<file path="src/rtl/spk_extract_sched.sv">
`default_nettype none
// ============================================================================
// Module   : spk_extract_sched
// Purpose  : Schedules spike-waveform extraction from the shared multi-channel
//            history buffer. Peak events (t, ch) are queued (duplicates by
//            channel, overflow and out-of-range channels are dropped). For the
//            head spike the scheduler waits until POST_LEN frames past t have
//            been written, discards it if the oldest sample has already been
//            overwritten, and otherwise issues SPK_LENTH read commands for
//            frames t-PRE_LEN .. t+POST_LEN over a valid/ready handshake.
// Ports    : clk, rst (sync, active high)
//            frame_No_in            frame currently being written
//            peak_valid_in/t/ch     peak event strobe and payload
//            rd_valid/rd_ready      read command handshake
//            rd_ch/rd_frame/rd_idx/rd_last  read command payload
//            spk_done_pulse         1 cycle after the last command handshake
//            busy, pend_cnt         activity / queue occupancy
//            drop_*_cnt             saturating drop counters
// Revision : 1.0 - initial release
// ============================================================================
module spk_extract_sched #(
    parameter int NUM_CH     = 160,
    parameter int WIDTH_CH   = 12,
    parameter int PRE_LEN    = 9,
    parameter int POST_LEN   = 9,
    parameter int HIST_DEPTH = 32,
    parameter int PEND_DEPTH = 4
) (
    input  logic                clk,
    input  logic                rst,
    input  logic [31:0]         frame_No_in,
    input  logic                peak_valid_in,
    input  logic [31:0]         peak_t_in,
    input  logic [WIDTH_CH-1:0] peak_ch_in,
    output logic                rd_valid,
    input  logic                rd_ready,
    output logic [WIDTH_CH-1:0] rd_ch,
    output logic [31:0]         rd_frame,
    output logic [15:0]         rd_idx,
    output logic                rd_last,
    output logic                spk_done_pulse,
    output logic                busy,
    output logic [2:0]          pend_cnt,
    output logic [15:0]         drop_full_cnt,
    output logic [15:0]         drop_dup_cnt,
    output logic [15:0]         drop_stale_cnt
);

    localparam int SPK_LENTH = PRE_LEN + 1 + POST_LEN;
    localparam int PTR_W     = (PEND_DEPTH > 1) ? $clog2(PEND_DEPTH) : 1;

    localparam logic [31:0] c_num_ch    = NUM_CH;
    localparam logic [31:0] c_pre_len   = PRE_LEN;
    // Oldest sample t-PRE_LEN must still be inside the retained window.
    localparam logic [31:0] c_stale_age = HIST_DEPTH - 1 - PRE_LEN;
    // Frame t+POST_LEN is complete once the writer has moved past it.
    localparam logic [31:0] c_ready_age = POST_LEN + 1;
    localparam logic [15:0] c_last_idx  = 16'(SPK_LENTH - 1);
    localparam logic [2:0]  c_depth     = 3'(PEND_DEPTH);
    localparam logic [15:0] c_sat       = 16'hFFFF;

    localparam logic [1:0] S_IDLE  = 2'd0;
    localparam logic [1:0] S_WAIT  = 2'd1;
    localparam logic [1:0] S_ISSUE = 2'd2;

    logic [1:0]          r_state;
    logic [1:0]          w_state_nxt;

    logic [31:0]         r_q_t  [PEND_DEPTH];
    logic [WIDTH_CH-1:0] r_q_ch [PEND_DEPTH];
    logic [PTR_W-1:0]    r_wr_ptr;
    logic [PTR_W-1:0]    r_rd_ptr;
    logic [2:0]          r_cnt;

    logic                r_rd_valid;
    logic [WIDTH_CH-1:0] r_rd_ch;
    logic [31:0]         r_rd_frame;
    logic [15:0]         r_rd_idx;
    logic                r_rd_last;
    logic                r_done;
    logic [15:0]         r_drop_full;
    logic [15:0]         r_drop_dup;
    logic [15:0]         r_drop_stale;

    logic [PEND_DEPTH-1:0] w_match;
    logic [31:0]         w_ch_ext;
    logic                w_ch_ok;
    logic                w_dup;
    logic                w_full;
    logic                w_push;
    logic                w_pop;
    logic                w_hs;
    logic                w_last_hs;
    logic [31:0]         w_age;
    logic                w_stale;
    logic                w_go;
    logic [2:0]          w_cnt_after_pop;

    // Duplicate detection against every occupied slot, head included.
    for (genvar gi = 0; gi < PEND_DEPTH; gi++) begin : g_dup
        logic [PTR_W-1:0] w_off;
        assign w_off        = PTR_W'(gi) - r_rd_ptr;
        assign w_match[gi]  = (3'(w_off) < r_cnt) && (r_q_ch[gi] == peak_ch_in);
    end

    assign w_ch_ext        = {{(32 - WIDTH_CH){1'b0}}, peak_ch_in};
    assign w_ch_ok         = (w_ch_ext < c_num_ch);
    assign w_dup           = |w_match;
    assign w_hs            = r_rd_valid && rd_ready;
    assign w_last_hs       = (r_state == S_ISSUE) && w_hs && r_rd_last;

    // Modular subtraction keeps the age correct across frame-counter wrap.
    assign w_age           = frame_No_in - r_q_t[r_rd_ptr];
    assign w_stale         = (w_age > c_stale_age);
    assign w_go            = !w_stale && (w_age >= c_ready_age);

    assign w_pop           = ((r_state == S_WAIT) && w_stale) || w_last_hs;
    assign w_cnt_after_pop = r_cnt - 3'(w_pop);
    assign w_full          = (w_cnt_after_pop == c_depth);
    assign w_push          = peak_valid_in && w_ch_ok && !w_dup && !w_full;

    always_ff @(posedge clk) begin
        if (rst) begin
            r_state <= S_IDLE;
        end else begin
            r_state <= w_state_nxt;
        end
    end

    always_comb begin
        w_state_nxt = r_state;
        case (r_state)
            S_IDLE: begin
                if (r_cnt != 3'd0) begin
                    w_state_nxt = S_WAIT;
                end
            end
            S_WAIT: begin
                if (w_stale) begin
                    w_state_nxt = S_IDLE;
                end else if (w_go) begin
                    w_state_nxt = S_ISSUE;
                end
            end
            S_ISSUE: begin
                if (w_last_hs) begin
                    w_state_nxt = S_IDLE;
                end
            end
            default: w_state_nxt = S_IDLE;
        endcase
    end

    always_ff @(posedge clk) begin
        if (rst) begin
            for (int i = 0; i < PEND_DEPTH; i++) begin
                r_q_t[i]  <= '0;
                r_q_ch[i] <= '0;
            end
            r_wr_ptr     <= '0;
            r_rd_ptr     <= '0;
            r_cnt        <= '0;
            r_rd_valid   <= 1'b0;
            r_rd_ch      <= '0;
            r_rd_frame   <= '0;
            r_rd_idx     <= '0;
            r_rd_last    <= 1'b0;
            r_done       <= 1'b0;
            r_drop_full  <= '0;
            r_drop_dup   <= '0;
            r_drop_stale <= '0;
        end else begin
            if (w_push) begin
                r_q_t[r_wr_ptr]  <= peak_t_in;
                r_q_ch[r_wr_ptr] <= peak_ch_in;
                r_wr_ptr         <= r_wr_ptr + PTR_W'(1);
            end
            if (w_pop) begin
                r_rd_ptr <= r_rd_ptr + PTR_W'(1);
            end
            r_cnt <= w_cnt_after_pop + 3'(w_push);

            if (peak_valid_in && w_ch_ok && w_dup && (r_drop_dup != c_sat)) begin
                r_drop_dup <= r_drop_dup + 16'd1;
            end
            if (peak_valid_in && w_ch_ok && !w_dup && w_full && (r_drop_full != c_sat)) begin
                r_drop_full <= r_drop_full + 16'd1;
            end
            if ((r_state == S_WAIT) && w_stale && (r_drop_stale != c_sat)) begin
                r_drop_stale <= r_drop_stale + 16'd1;
            end

            r_done <= w_last_hs;

            if ((r_state == S_WAIT) && w_go) begin
                r_rd_valid <= 1'b1;
                r_rd_ch    <= r_q_ch[r_rd_ptr];
                r_rd_frame <= r_q_t[r_rd_ptr] - c_pre_len;
                r_rd_idx   <= '0;
                r_rd_last  <= (c_last_idx == 16'd0);
            end else if ((r_state == S_ISSUE) && w_hs) begin
                if (r_rd_last) begin
                    r_rd_valid <= 1'b0;
                    r_rd_ch    <= '0;
                    r_rd_frame <= '0;
                    r_rd_idx   <= '0;
                    r_rd_last  <= 1'b0;
                end else begin
                    r_rd_frame <= r_rd_frame + 32'd1;
                    r_rd_idx   <= r_rd_idx + 16'd1;
                    r_rd_last  <= ((r_rd_idx + 16'd1) == c_last_idx);
                end
            end
        end
    end

    assign rd_valid       = r_rd_valid;
    assign rd_ch          = r_rd_ch;
    assign rd_frame       = r_rd_frame;
    assign rd_idx         = r_rd_idx;
    assign rd_last        = r_rd_last;
    assign spk_done_pulse = r_done;
    assign busy           = (r_state != S_IDLE) || (r_cnt != 3'd0);
    assign pend_cnt       = r_cnt;
    assign drop_full_cnt  = r_drop_full;
    assign drop_dup_cnt   = r_drop_dup;
    assign drop_stale_cnt = r_drop_stale;

endmodule
`default_nettype wire

</file>
<file path="config.mk">
export PLATFORM = sky130hd
export DESIGN_NAME = spk_extract_sched
export DESIGN_NICKNAME = d
export VERILOG_FILES = /design/src/rtl/spk_extract_sched.sv
export SDC_FILE = /design/constraint.sdc
export NUM_CORES = 1
export LEC_CHECK = 0
export CAP_MARGIN = 5
export CORE_ASPECT_RATIO = 0.8
export CORE_MARGIN = 2
export CORE_UTILIZATION = 40
export CTS_CLUSTER_SIZE = 20
export DETAILED_ROUTE_END_ITERATION = 10
export GPL_ROUTABILITY_DRIVEN = 0
export HOLD_SLACK_MARGIN = 0.03
export SETUP_SLACK_MARGIN = 0.15
export SLEW_MARGIN = 25
export SYNTH_ARGS = -nofsm -noshare
export SYNTH_HDL_FRONTEND = slang
export SYNTH_SLANG_ARGS = --single-unit
</file>
<file path="constraint.sdc">
create_clock -name clk -period 17.9 [get_ports clk]
set_input_delay 4.475 -clock clk [delete_from_list [all_inputs] [get_ports clk]]
set_output_delay 4.475 -clock clk [all_outputs]
set_load 0.02 [all_outputs]
</file>
Yosys cells after proc, flatten, opt, wreduce, memory -nomap -nowiden --
Memory sizes are Yosys's and may differ from the RTL's. A register that Yosys moved wholly into a read port is not among the register bits. Cells that the tools add are included.
Storage, ports and cells: bits in registers 120, output and inout bits 115, memory bits (writable) 176, memories kept 2, input bits 80, word-level logic and storage cells 116
Operators by class: multiplexer cells 31, equality and inequality tests 14, reductions and logical operators 34, order comparisons 7, $add $sub $neg 15
Memories:
- r_q_t | words 4, bits a word 32, read ports 1, clocked after Yosys merged registers in 1, wr ports 4, line 69 | logic [31:0] r_q_t [PEND_DEPTH];
- r_q_ch | words 4, bits a word 12, read ports 5, clocked after Yosys merged registers in 1, wr ports 4, line 70 | logic [WIDTH_CH-1:0] r_q_ch [PEND_DEPTH];
Operator list (count):
- 32-bit two-way mux | 4
- 16-bit by 1-bit adder with 16-bit output, second input constant | 4
- 12-bit equality test | 4
- 12-bit two-way mux | 4
- 16-bit != test, second input constant | 3
- 32-bit by 1-bit adder with 32-bit output, second input constant | 1
- 32-bit by 4-bit greater-or-equal comparator with 1-bit output, second input constant | 1
- 32-bit by 5-bit > comparator with 1-bit output, second input constant | 1
- 32-bit OR reduction | 1
- 32-bit subtractor | 1
- 32-bit by 4-bit subtractor with 32-bit output, second input constant | 1
- 2-bit two-way mux | 10
- 1-bit logical AND | 18
- 16-bit by 5-bit equality test with 1-bit output, second input constant | 1
- 16-bit two-way mux | 1
- 12-bit by 8-bit less-than comparator with 1-bit output, second input constant | 1
- 2-bit by 3-bit less-than comparator with 1-bit output | 4
- 12-bit OR reduction | 1
- 1-bit two-way mux | 11
- 2-bit case mux with 3 select lines | 1
- 2-bit nonzero test | 3
- 2-bit by 1-bit adder with 2-bit output, second input constant | 2
- 2-bit != test, second input constant | 2
- 4-bit OR reduction | 1
- 15 further kinds | 20

Longest topological paths before layout --
Gate-level depths: netlist (run 1).
depth in word-level cells 13, mapped depth 28, mapped depth without buffers 23

Worst setup path before layout (run 1) --
OpenSTA, ideal clock, no wires.
path kind input port to flip-flop, start input port frame_No_in[0], end memory r_q_ch[1][0], enable pin, arrival 10.898 ns, stages 21, slack 6.548 ns, required time 17.445 ns, buffers on the path 1, library setup time 0.455 ns, path through inv_1 > ha_1 > inv_1 > fa_1 > a21o_1 > a221o_1 > a21o_1 > mux2i_1 > or4_1 > nor4b_1 > nand4_1 > nor4b_2 > o21ai_1 > ha_1 > ha_1 > xor2_1 > and3_1 > nor2b_1 > clkbuf_1 > nand2_1 > o21bai_1
RTL lines:
- start, declared | line 31 | input logic [31:0] frame_No_in,
- end, declared | line 70

==> summary.txt, run 1 <==
Run status
  • Status: finished, final reports clean

Floorplanning
  • Core area: 41,600 um^2
  • FP Rows: 67
  • Horiz. Die Dim: 233 um
  • Die height: 187 um
  • Ports: 195
  • Starting Density: 40.3%
  • Die area: 43,500 um^2

Flow run
  • Max-Cap Viols: 0

Finish
  • Layout net count: 2,031
  • Utilization after layout: 48.9%
  • Antenna diode instance count: 0
  • P&R area growth vs syn: 21.5%
  • Layout cell share with drive strength beyond 1: 7.31%

Yosys
  • Synth Flop Type: edfxtp_1
  • Number of synthesized flops with an enable pin: 176
  • Async S/R FF share, synth: 0%
  • Average size of a mapped cell: 9.57 um^2
  • Yosys Warn Count: 0
  • Post-synthesis cell type count: 73
  • Register area share after synthesis: 46.1%
  • Post-Syn Area: 16,700 um^2
  • Mapped Cells: 1,750
  • #FFs+latches synth: 298

Clock network
  • Clock Sink Count: 298
  • Gates resized, CTS repair: 0
  • Clock-pin slew on the worst setup and hold paths: 0.06 ns
  • Clock buffer count from CTS: 34
  • Clock latency on the worst-skew pair: 0.53 ns
  • CTS root buf: clkbuf_16
  • H-tree levels: 2
  • Post-CTS Hold Buffers: 0
  • CTS max path bufs: 3
  • Post-CTS Setup Bufs: 0
  • CTS tree: built

Power and ir drop
  • Final Power: 0.00209 W
  • Switching share of total power: 31.4%
  • Cell Pwr Density: 103 nW/um^2
  • Clock power share: 35.5%
  • Leak: 7.29 nW
  • Internal power: 0.00143 W
  • Net switching power: 0.000656 W
  • Sequential Power Share: 37.4%
  • VDD IR-drop max: 0.0575 mV
  • Comb pwr share: 27.1%

Timing
  • Post-layout min period: 11.93 ns
  • Final clock period utilization by the worst path: 66.7%
  • Final hold violation count: 0
  • Slew @ Worst Pin: 1.01 ns
  • Max-slew violation count: 0
  • Max Freq: 83.8 MHz
  • Clk_skew: 0.0328 ns
  • Hold slack: 0.466 ns
  • Setup TNS: 0 ns
  • Setup violators final: 0
  • RSZ-0062 raised after global routing: false
  • Slew Limit Headroom: 32.4%
  • Final worst setup slack: 5.97 ns

Worst setup path
  • CP Launch Point: frame_No_in[0]
  • Critical path startpoint category: input pin
  • Flop2flop setup slack: 8.50 ns
  • CP Max Fanout: 44
  • Worst Reg2Reg Path Length in Cells: 23
  • Worst R2R End: r_q_t[0][4]
  • Crit path capture: r_q_t[0][4]
  • Worst EP required: 18.06 ns
  • Worst EP arrival: 12.09 ns
  • Crit path capture type: register
  • Critical path class: in2reg

Min path
  • Hold Crit Class: reg2reg

Global routing
  • Global-route wire length before repair: 73,700 um
  • GRT Residual Overflow: 0
  • Vias in the first global route: 12,992
  • Initial antenna violation count: 1
  • Largest net degree at the start of global routing: 80
  • Total GRT Usage: 21.6%

Place
  • Pre-CTS WS: 5.37 ns
  • Port Buffer Count: 194
  • HPWL Detailed: 33,400 um

Route
  • Post-DRT Antenna Nets: 0
  • DR vias: 13,589
  • First DRT Iteration DRCs: 1,361
  • Detailed Routing Iterations Pass 1: 7
  • Routed WL: 47,600 um
  • DR WL/cell: 19.2 um
  • Remaining DRCs: 0
  • Avg Vias per Cell: 5.48
-- cells in the mapped netlist (all sizes together) (10+ instances only) --
cell type	count	share of area, %
nor2	246	5.5
edfxtp	176	32
nand2	155	3.5
dfxtp	122	15
a21oi	106	3.2
inv	100	2.2
clkbuf	83	1.9
xnor2	73	3.8
nand3	67	2.0
xor2	62	3.2
a211oi	47	2.2
o21ai	47	1.4
ha	46	3.4
and2	45	1.7
mux4	44	5.9
nor3	44	1.3
nand4	31	1.2
nor4	23	0.95
buf	22	0.66
or3	22	0.82
and3	21	0.78
a31oi	18	0.67
mux2i	18	1.1
or4	13	0.63
nand2b	10	0.37
nor2b	10	0.37
-- flip-flops by register name (all words and copies together) (netlist names), 2 cells and up, named ones only --
register        flops
drop_stale_cnt     16
rd_idx             16
drop_full_cnt      16
rd_ch              12
drop_dup_cnt       16
r_q_t             128
r_wr_ptr            2
r_rd_ptr            2
pend_cnt            3
r_state             2
rd_frame           32
r_q_ch             48
-- per-layer routing --
layer  up-vias  wire (um)  GRT usage [%]  share of wire, %
met4         0       1470           6.91               3.1
met5         -          0              0                 0
met3        87       3600           4.71               7.6
li1       6563          -              -                 -
met1      6481      21300           30.0                45
met2       458      21200           33.7                45
-- worst min-delay path by stage --
stage                     startpoint          to  slack [ns]  cells past startpoint
after floorplan           r_state[1]  r_state[0]        0.42                      1
after global placement    r_state[1]  r_state[0]        0.45                      1
after detailed placement    rd_ch[4]    rd_ch[4]        0.46                      2
after CTS                   rd_ch[4]    rd_ch[4]        0.47                      2
after global routing        rd_ch[6]    rd_ch[6]        0.49                      2
final                       rd_ch[4]    rd_ch[4]        0.47                      2
-- critical path, cell delays in order --
cell and delay (ns):
clkdlybuf4s50_1 0.41, inv_1 0.07, ha_1 0.15, inv_1 0.05, fa_1 0.40, a21o_1 0.19
a221o_1 0.40, a21o_1 0.24, mux2i_1 0.13, or4_1 0.50, nor4b_1 0.42, nand4_1 0.33
nor4b_2 0.85, o21ai_1 0.29, ha_1 0.28, ha_1 0.19, xor2_1 0.18, and3_1 0.21
nor2b_1 0.35, nor2b_2 0.22, buf_4 0.45, nor3b_2 0.25, buf_4 0.37, or2_4 0.63
-- logic make-up (layout without fill, tap and decap cells) --
kind of cell / after synthesis / in the layout / share of synthesized area (%)
adders and majority gates: 47 / 47 / 3.56
and+or+nand+nor: 709 / 709 / 20.2
muxes: 68 / 68 / 7.40
other: 1 / 16 / 0.0224
buffers and inverters: 205 / 370 / 4.77
DFF: 298 / 298 / 46.1
AOI/OAI and AO/OA: 287 / 287 / 10.8
xor gates and xnor gates: 135 / 135 / 7.06
-- through the flow --
step / instances / instance area [um^2]
finish: 2482 / 20300
global route: 2482 / 20300
floorplan: 1765 / 16800
detailed placement: 2420 / 19100
CTS: 2482 / 20300
global placement: 2420 / 19100
-- cell usage in the layout (no fill, tap or decap), drive strengths merged, types with 22 or more instances in the layout --
cell type,netlist,routed
clkbuf,83,48
nor3,44,44
a211oi,47,47
ha,46,46
edfxtp,176,176
a21oi,106,106
and2,45,45
or3,22,22
xor2,62,62
mux4,44,44
inv,100,102
o21ai,47,47
dfxtp,122,122
xnor2,73,73
nor2,246,246
nand4,31,31
clkdlybuf4s50,0,193
nand3,67,67
nand2,155,155
nor4,23,23
-- layout make-up --
type	count	area, um^2
fill	3875	21200
sequential	298	7730
inverter	100	375
multi-input combinational	1262	8300
clock inverter	14	191
tap	552	691
clock buffer	48	1010
timing repair buffer	208	2040
-- power groups by stage --
stage          Clock, W  Sequential, W  Combinational [W]
2_1_floorplan         0       0.000785           0.000397
3_3_place_gp          0       0.000795           0.000556
3_5_place_dp          0       0.000796           0.000558
4_1_cts        0.000758       0.000782           0.000562
5_1_grt        0.000782       0.000786           0.000618
6_report       0.000742       0.000781           0.000567
(Power assumes the default switching activity.)
==> run 2, diff against run 1 <==
clock period = 12.24 ns   (was 17.9 ns; I/O delays follow)
==> summary.txt, run 2 (synthesis results as in run 1) <==
Worst setup path
  • WP buf/inv: 4 (-1)
  • Crit path capture type: register
  • Critical Path Max Stage Delay: 0.81 ns (-0.04 ns)
  • CP cell instances: clkdlybuf4s50_1 > inv_1 > ha_1 > inv_1 > fa_1 > a21o_1 > a221o_1 > a21o_1 > mux2i_1 > or4_1 > nor4b_1 > nand4_1 > nor4b_2 > o21ai_1 > ha_1 > ha_1 > xor2_1 > and3_1 > nor2b_1 > nor2b_2 > nor3b_2 > buf_4 > or2_4
  • Worst EP required: 12.39 ns (-5.67 ns)
  • Slowest stage cell on the critical path: nor4b_2
  • CP Max Fanout: 44 (unchanged)
  • Worst EP arrival: 10.10 ns (-1.99 ns)
  • CP delay by family, top: simple AND/OR/NAND/NOR gates
  • Critical path class: in2reg
  • Flop2flop setup slack: 3.37 ns (-5.13 ns)
  • Worst path most repeated cell: ha_1
  • Worst R2R End: r_q_t[0][15]
  • Critical path startpoint category: input pin
  • Worst Reg2Reg Path Length in Cells: 22 (-4.3%)
  • Number of cells on the critical path: 23 (-4.2%)

Global routing
  • Initial antenna violation count: 0 (-1)
  • GRT Residual Overflow: 0 (unchanged)
  • Global-route wire length before repair: 73,500 um (-0.24%)
  • Largest net degree at the start of global routing: 78 (-2.5%)
  • Total GRT Usage: 21.6% (about the same)
  • Vias in the first global route: 12,942 (-0.38%)

Place
  • HPWL Detailed: 34,000 um (+2.0%)
  • Port Buffer Count: 194 (unchanged)

Timing
  • Slew Limit Headroom: 32.5% (+0.083 points)
  • Clk_skew: 0.0252 ns (-0.00762 ns)
  • RSZ-0062 raised after global routing: false
  • Slew @ Worst Pin: 1.00 ns (-0.00540 ns)
  • Hold slack: 0.462 ns (-0.00476 ns)
  • Final hold violation count: 0 (unchanged)
  • Final clock period utilization by the worst path: 81.3%
  • Post-layout min period: 9.95 ns
  • Max Freq: 101 MHz
  • Setup TNS: 0 ns (unchanged)
  • Setup violators final: 0 (unchanged)
  • Max-slew violation count: 0 (unchanged)

Power and ir drop
  • Cell Pwr Density: 146 nW/um^2 (+42%)
  • Final Power: 0.00295 W (+41%)
  • Leak: 7.24 nW (-0.63%)
  • VDD IR-drop max: 0.0993 mV (+73%)

Finish
  • Largest register by flop count: r_q_t
  • Layout net count: 2,033 (+0.098%)
  • FILL cells: 3,877 (+0.052%)
  • Max reg flops: 128 (unchanged)
  • Most frequent cells in the layout: 246 x nor2_1, 193 x clkdlybuf4s50_1, 176 x edfxtp_1, 153 x nand2_1, 120 x dfxtp_1
  • P&R area growth vs syn: 20.9%
  • Antenna diode instance count: 0 (unchanged)
  • Layout cell share with drive strength beyond 1: 7.05% (-0.26 points)
  • Commonest non-fill, non-tap cell in the layout: nor2_1

Floorplanning
  • Ports: 195 (unchanged)
  • Starting Density: 40.3% (unchanged)
  • Horiz. Die Dim: 233 um (unchanged)
  • Die height: 187 um (unchanged)
  • Core area: 41,600 um^2 (unchanged)
  • Die area: 43,500 um^2 (unchanged)
  • FP Rows: 67 (unchanged)

Clock network
  • Clock buffer count from CTS: 34 (unchanged)
  • Clock latency on the worst-skew pair: 0.53 ns (about the same)
  • Gates resized, CTS repair: 0 (unchanged)
  • CTS tree: built
  • CTS max path bufs: 3 (unchanged)
  • H-tree levels: 2 (unchanged)
  • Post-CTS Hold Buffers: 0 (unchanged)
  • Clock-pin slew on the worst setup and hold paths: 0.06 ns (about the same)
  • Clock Sink Count: 298 (unchanged)
  • CTS root buf: clkbuf_16
  • Post-CTS Setup Bufs: 0 (unchanged)

Route
  • DR vias: 13,590 (+0.0074%)
  • Remaining DRCs: 0 (unchanged)
  • DR WL/cell: 19.1 um (-0.41%)
  • Routed WL: 47,400 um (-0.41%)
  • Avg Vias per Cell: 5.48 (about the same)
  • First DRT Iteration DRCs: 1,232 (-9.5%)
  • Detailed Routing Iterations Pass 1: 6 (-1)
  • Post-DRT Antenna Nets: 0 (unchanged)

Min path
  • Hold path depth: 1 (-1)
  • Hold path endpoint: r_state[0]
  • Hold Crit Start: r_state[1]
  • Hold Crit Class: reg2reg

Flow run
  • Max-Cap Viols: 0 (unchanged)

Run status
  • Status: finished, final reports clean
## run 2: report_power, final
| group | total, W | switching (W) | internal, W |
|---|---|---|---|
| clock | 0.000981 | 0.000411 | 0.000570 |
| combinational | 0.000823 | 0.000485 | 0.000338 |
| sequential | 0.00114 | 0.0000464 | 0.00110 |
| total | 0.00295 | 0.000943 | 0.00201 |
## run 2: through the flow
| step | cell area [um^2] | cells | setup WS [ns] | utilization (%) |
|---|---|---|---|---|
| 5_1_grt | 20200 | 2482 | 1.68 | 48.7 |
| 3_3_place_gp | 19100 | 2421 | 1.60 | 46.1 |
| 4_1_cts | 20200 | 2482 | 2.23 | 48.7 |
| 3_5_place_dp | 19200 | 2422 | 1.70 | 46.1 |
| 2_1_floorplan | 16800 | 1765 | 2.30 | - |
| 6_report | 20200 | 2482 | 2.29 | 48.7 |
## run 2: final cells by class
cell class / count / area [um^2] / share of cell area, %
Multi-Input combinational cell: 1262 / 8310 / 41.1
Sequential cell: 298 / 7730 / 38.2
Timing Repair Buffer: 210 / 2080 / 10.3
Clock buffer: 49 / 958 / 4.73
Tap cell: 552 / 691 / 3.41
Inverter: 100 / 375 / 1.85
Clock inverter: 11 / 98.8 / 0.488
## run 2: worst register-to-register path: cells and delay by family, from the launching register on
family | cells | cell delay, ns
buffers and inverters | 3 | 1.14
and+or+nand+nor | 9 | 3.36
adders and majority gates | 3 | 0.85
xor gates and xnor gates | 1 | 0.18
AOI/OAI and AO/OA | 5 | 1.48
DFF | 1 | 0.79
muxes | 1 | 0.67
## run 2: routing by layer
layer	part of all wire [%]	vias to the layer above	track usage (%)
met5	0	-	0
met4	2.7	0	5.95
met3	6.7	93	3.92
met2	45	431	34.0
met1	45	6499	30.6
li1	-	6567	-
## run 2: worst max path at each step
stage / slack, ns / startpoint / endpoint
finish: 2.29 / frame_No_in[0] / r_q_t[0][15]
global route: 1.68 / frame_No_in[0] / r_q_t[0][15]
CTS: 2.23 / frame_No_in[0] / r_q_t[0][11]
detailed placement: 1.70 / frame_No_in[0] / r_q_t[0][11]
global placement: 1.60 / frame_No_in[0] / r_q_t[0][14]
floorplan: 2.30 / frame_No_in[0] / r_q_ch[1][0]
==> run 3, diff against run 2 <==
clock period = 8.2 ns   (was 12.24 ns; I/O delays follow)
==> summary.txt, run 3 (synthesis results as in run 1) <==
Global routing
  • Largest net degree at the start of global routing: 81 (+3.8%)
  • Global-route wire length before repair: 74,000 um (+0.62%)
  • Initial antenna violation count: 0 (unchanged)
  • Vias in the first global route: 13,025 (+0.64%)
  • Total GRT Usage: 21.7% (+0.065 points)
  • GRT Residual Overflow: 0 (unchanged)

Worst setup path
  • Worst EP required: 8.61 ns (-3.78 ns)
  • Flop2flop setup slack: 0.84 ns (-2.53 ns)
  • Worst R2R End: r_q_ch[2][3]
  • Crit path capture type: register
  • CP Max Fanout: 40 (-9.1%)
  • Critical path startpoint category: input pin
  • Worst EP arrival: 7.88 ns (-2.22 ns)
  • Worst Reg2Reg Path Length in Cells: 22 (unchanged)
  • Critical path class: in2reg

Finish
  • Antenna diode instance count: 0 (unchanged)
  • Layout cell share with drive strength beyond 1: 7.73% (+0.68 points)
  • Layout net count: 2,043 (+0.49%)
  • Largest register by flop count: r_q_t
  • Utilization after layout: 49.0% (+0.31 points)
  • Commonest non-fill, non-tap cell in the layout: nor2_1
  • Max reg flops: 128 (unchanged)
  • Most frequent cells in the layout: 246 x nor2_1, 193 x clkdlybuf4s50_1, 176 x edfxtp_1, 153 x nand2_1, 120 x dfxtp_1
  • P&R area growth vs syn: 21.7%

Floorplanning
  • Die area: 43,500 um^2 (unchanged)
  • Die height: 187 um (unchanged)
  • Ports: 195 (unchanged)
  • FP Rows: 67 (unchanged)
  • Core area: 41,600 um^2 (unchanged)
  • Horiz. Die Dim: 233 um (unchanged)
  • Starting Density: 40.3% (unchanged)

Timing
  • Slew Limit Headroom: 30.4% (-2.1 points)
  • Post-layout min period: 7.47 ns
  • Max Freq: 134 MHz
  • RSZ-0062 raised after global routing: false
  • Slew @ Worst Pin: 1.04 ns (+0.0352 ns)
  • Setup violators final: 0 (unchanged)
  • Max-slew violation count: 0 (unchanged)
  • Clk_skew: 0.0248 ns (-0.000370 ns)
  • Setup TNS: 0 ns (unchanged)
  • Final hold violation count: 0 (unchanged)
  • Final clock period utilization by the worst path: 91.2%
  • Hold slack: 0.469 ns (+0.00758 ns)

Clock network
  • H-tree levels: 1 (-1)
  • Clock-pin slew on the worst setup and hold paths: 0.06 ns (about the same)
  • Post-CTS Setup Bufs: 0 (unchanged)
  • CTS max path bufs: 3 (unchanged)
  • Clock latency on the worst-skew pair: 0.60 ns (+0.07 ns)
  • CTS root buf: clkbuf_16
  • Gates resized, CTS repair: 0 (unchanged)
  • Clock buffer count from CTS: 31 (-8.8%)
  • Clock Sink Count: 298 (unchanged)
  • CTS tree: built
  • Post-CTS Hold Buffers: 0 (unchanged)

Min path
  • Hold path endpoint: rd_ch[4]
  • Hold Crit Start: rd_ch[4]
  • Hold Crit Class: reg2reg
  • Hold path depth: 2 (+1)

Route
  • Routed WL: 47,900 um (+1.2%)
  • Avg Vias per Cell: 5.51 (+0.69%)
  • Post-DRT Antenna Nets: 0 (unchanged)
  • Remaining DRCs: 0 (unchanged)
  • DR vias: 13,745 (+1.1%)
  • Detailed Routing Iterations Pass 1: 5 (-1)
  • First DRT Iteration DRCs: 1,353 (+9.8%)
  • DR WL/cell: 19.2 um (+0.75%)

Flow run
  • Max-Cap Viols: 0 (unchanged)

Power and ir drop
  • VDD IR-drop max: 0.173 mV (+74%)
  • Leak: 7.32 nW (+1.1%)
  • Cell Pwr Density: 219 nW/um^2 (+51%)

Run status
  • Status: finished, final reports clean

Place
  • HPWL Detailed: 34,400 um (+1.2%)
  • Port Buffer Count: 194 (unchanged)
-- run 3: cell types whose count changed in the layout (fill, tap and decap cells not counted), sizes merged --
cell / previous run / this run
clkinvlp: 0 / 1
buf: 17 / 30
bufinv: 1 / 6
clkinv: 8 / 13
clkbuf: 49 / 37
inv: 102 / 101
-- run 3: how the worst max path moves through the flow --
stage | start | to | slack [ns] | cells after the start
finish | frame_No_in[26] | r_q_ch[2][3] | 0.73 | 20
CTS | frame_No_in[0] | r_q_ch[2][3] | 0.76 | 23
detailed placement | frame_No_in[0] | r_q_t[2][10] | 0.18 | 23
global placement | frame_No_in[0] | r_q_t[2][9] | 0.28 | 23
floorplan | register | r_q_ch[0][0] | 0.38 | 27
global route | frame_No_in[0] | r_q_ch[2][3] | 0.39 | 23
-- run 3: worst max-delay path: stages --
cell	delay [ns]
clkdlybuf4s50_1	0.46
ha_1	0.43
a21oi_1	0.34
o21ai_0	0.26
a21o_1	0.21
a222oi_1	0.45
o21ai_0	0.25
a311o_1	0.34
or4_4	0.45
nor4b_2	0.37
o21ai_1	0.22
ha_1	0.29
ha_1	0.19
xor2_1	0.18
and3_1	0.22
nor2b_1	0.13
nor2b_2	0.17
buf_4	0.50
nand2_1	0.20
nor2_1	0.15
-- run 3: area by class of cell --
class	count	area, um^2
Multi-Input combinational cell	1262	8300
Clock buffer	37	798
Tap cell	552	691
Inverter	100	375
Timing Repair Buffer	223	2210
Sequential cell	298	7730
Clock inverter	21	268
Fill cell	3878	21200
-- run 3: per-stage QoR --
stage	setup slack [ns]	std cells	area [um^2]	total power [W]
after global placement	0.278	2435	19300	0.00297
after detailed placement	0.183	2435	19300	0.00299
after global routing	0.385	2493	20400	0.00467
after floorplan	0.382	1765	16800	0.00258
after CTS	0.757	2493	20400	0.00449
final	0.725	2493	20400	0.00447
-- run 3: layer usage --
layer / part of all wire (%) / GRT usage, % / vias to the layer above
li1: - / - / 6587
met1: 46 / 31.3 / 6612
met2: 44 / 34.0 / 477
met3: 7.0 / 3.37 / 69
met4: 2.4 / 5.68 / 0
met5: 0 / 0 / -
-- run 3: where the power goes --
group          internal, W  total, W  switching (W)  leakage, nW
logic             0.000518   0.00125       0.000735         4.00
clock network     0.000884   0.00150       0.000619        0.523
registers          0.00164   0.00171      0.0000738         2.79
total              0.00304   0.00447        0.00143         7.32
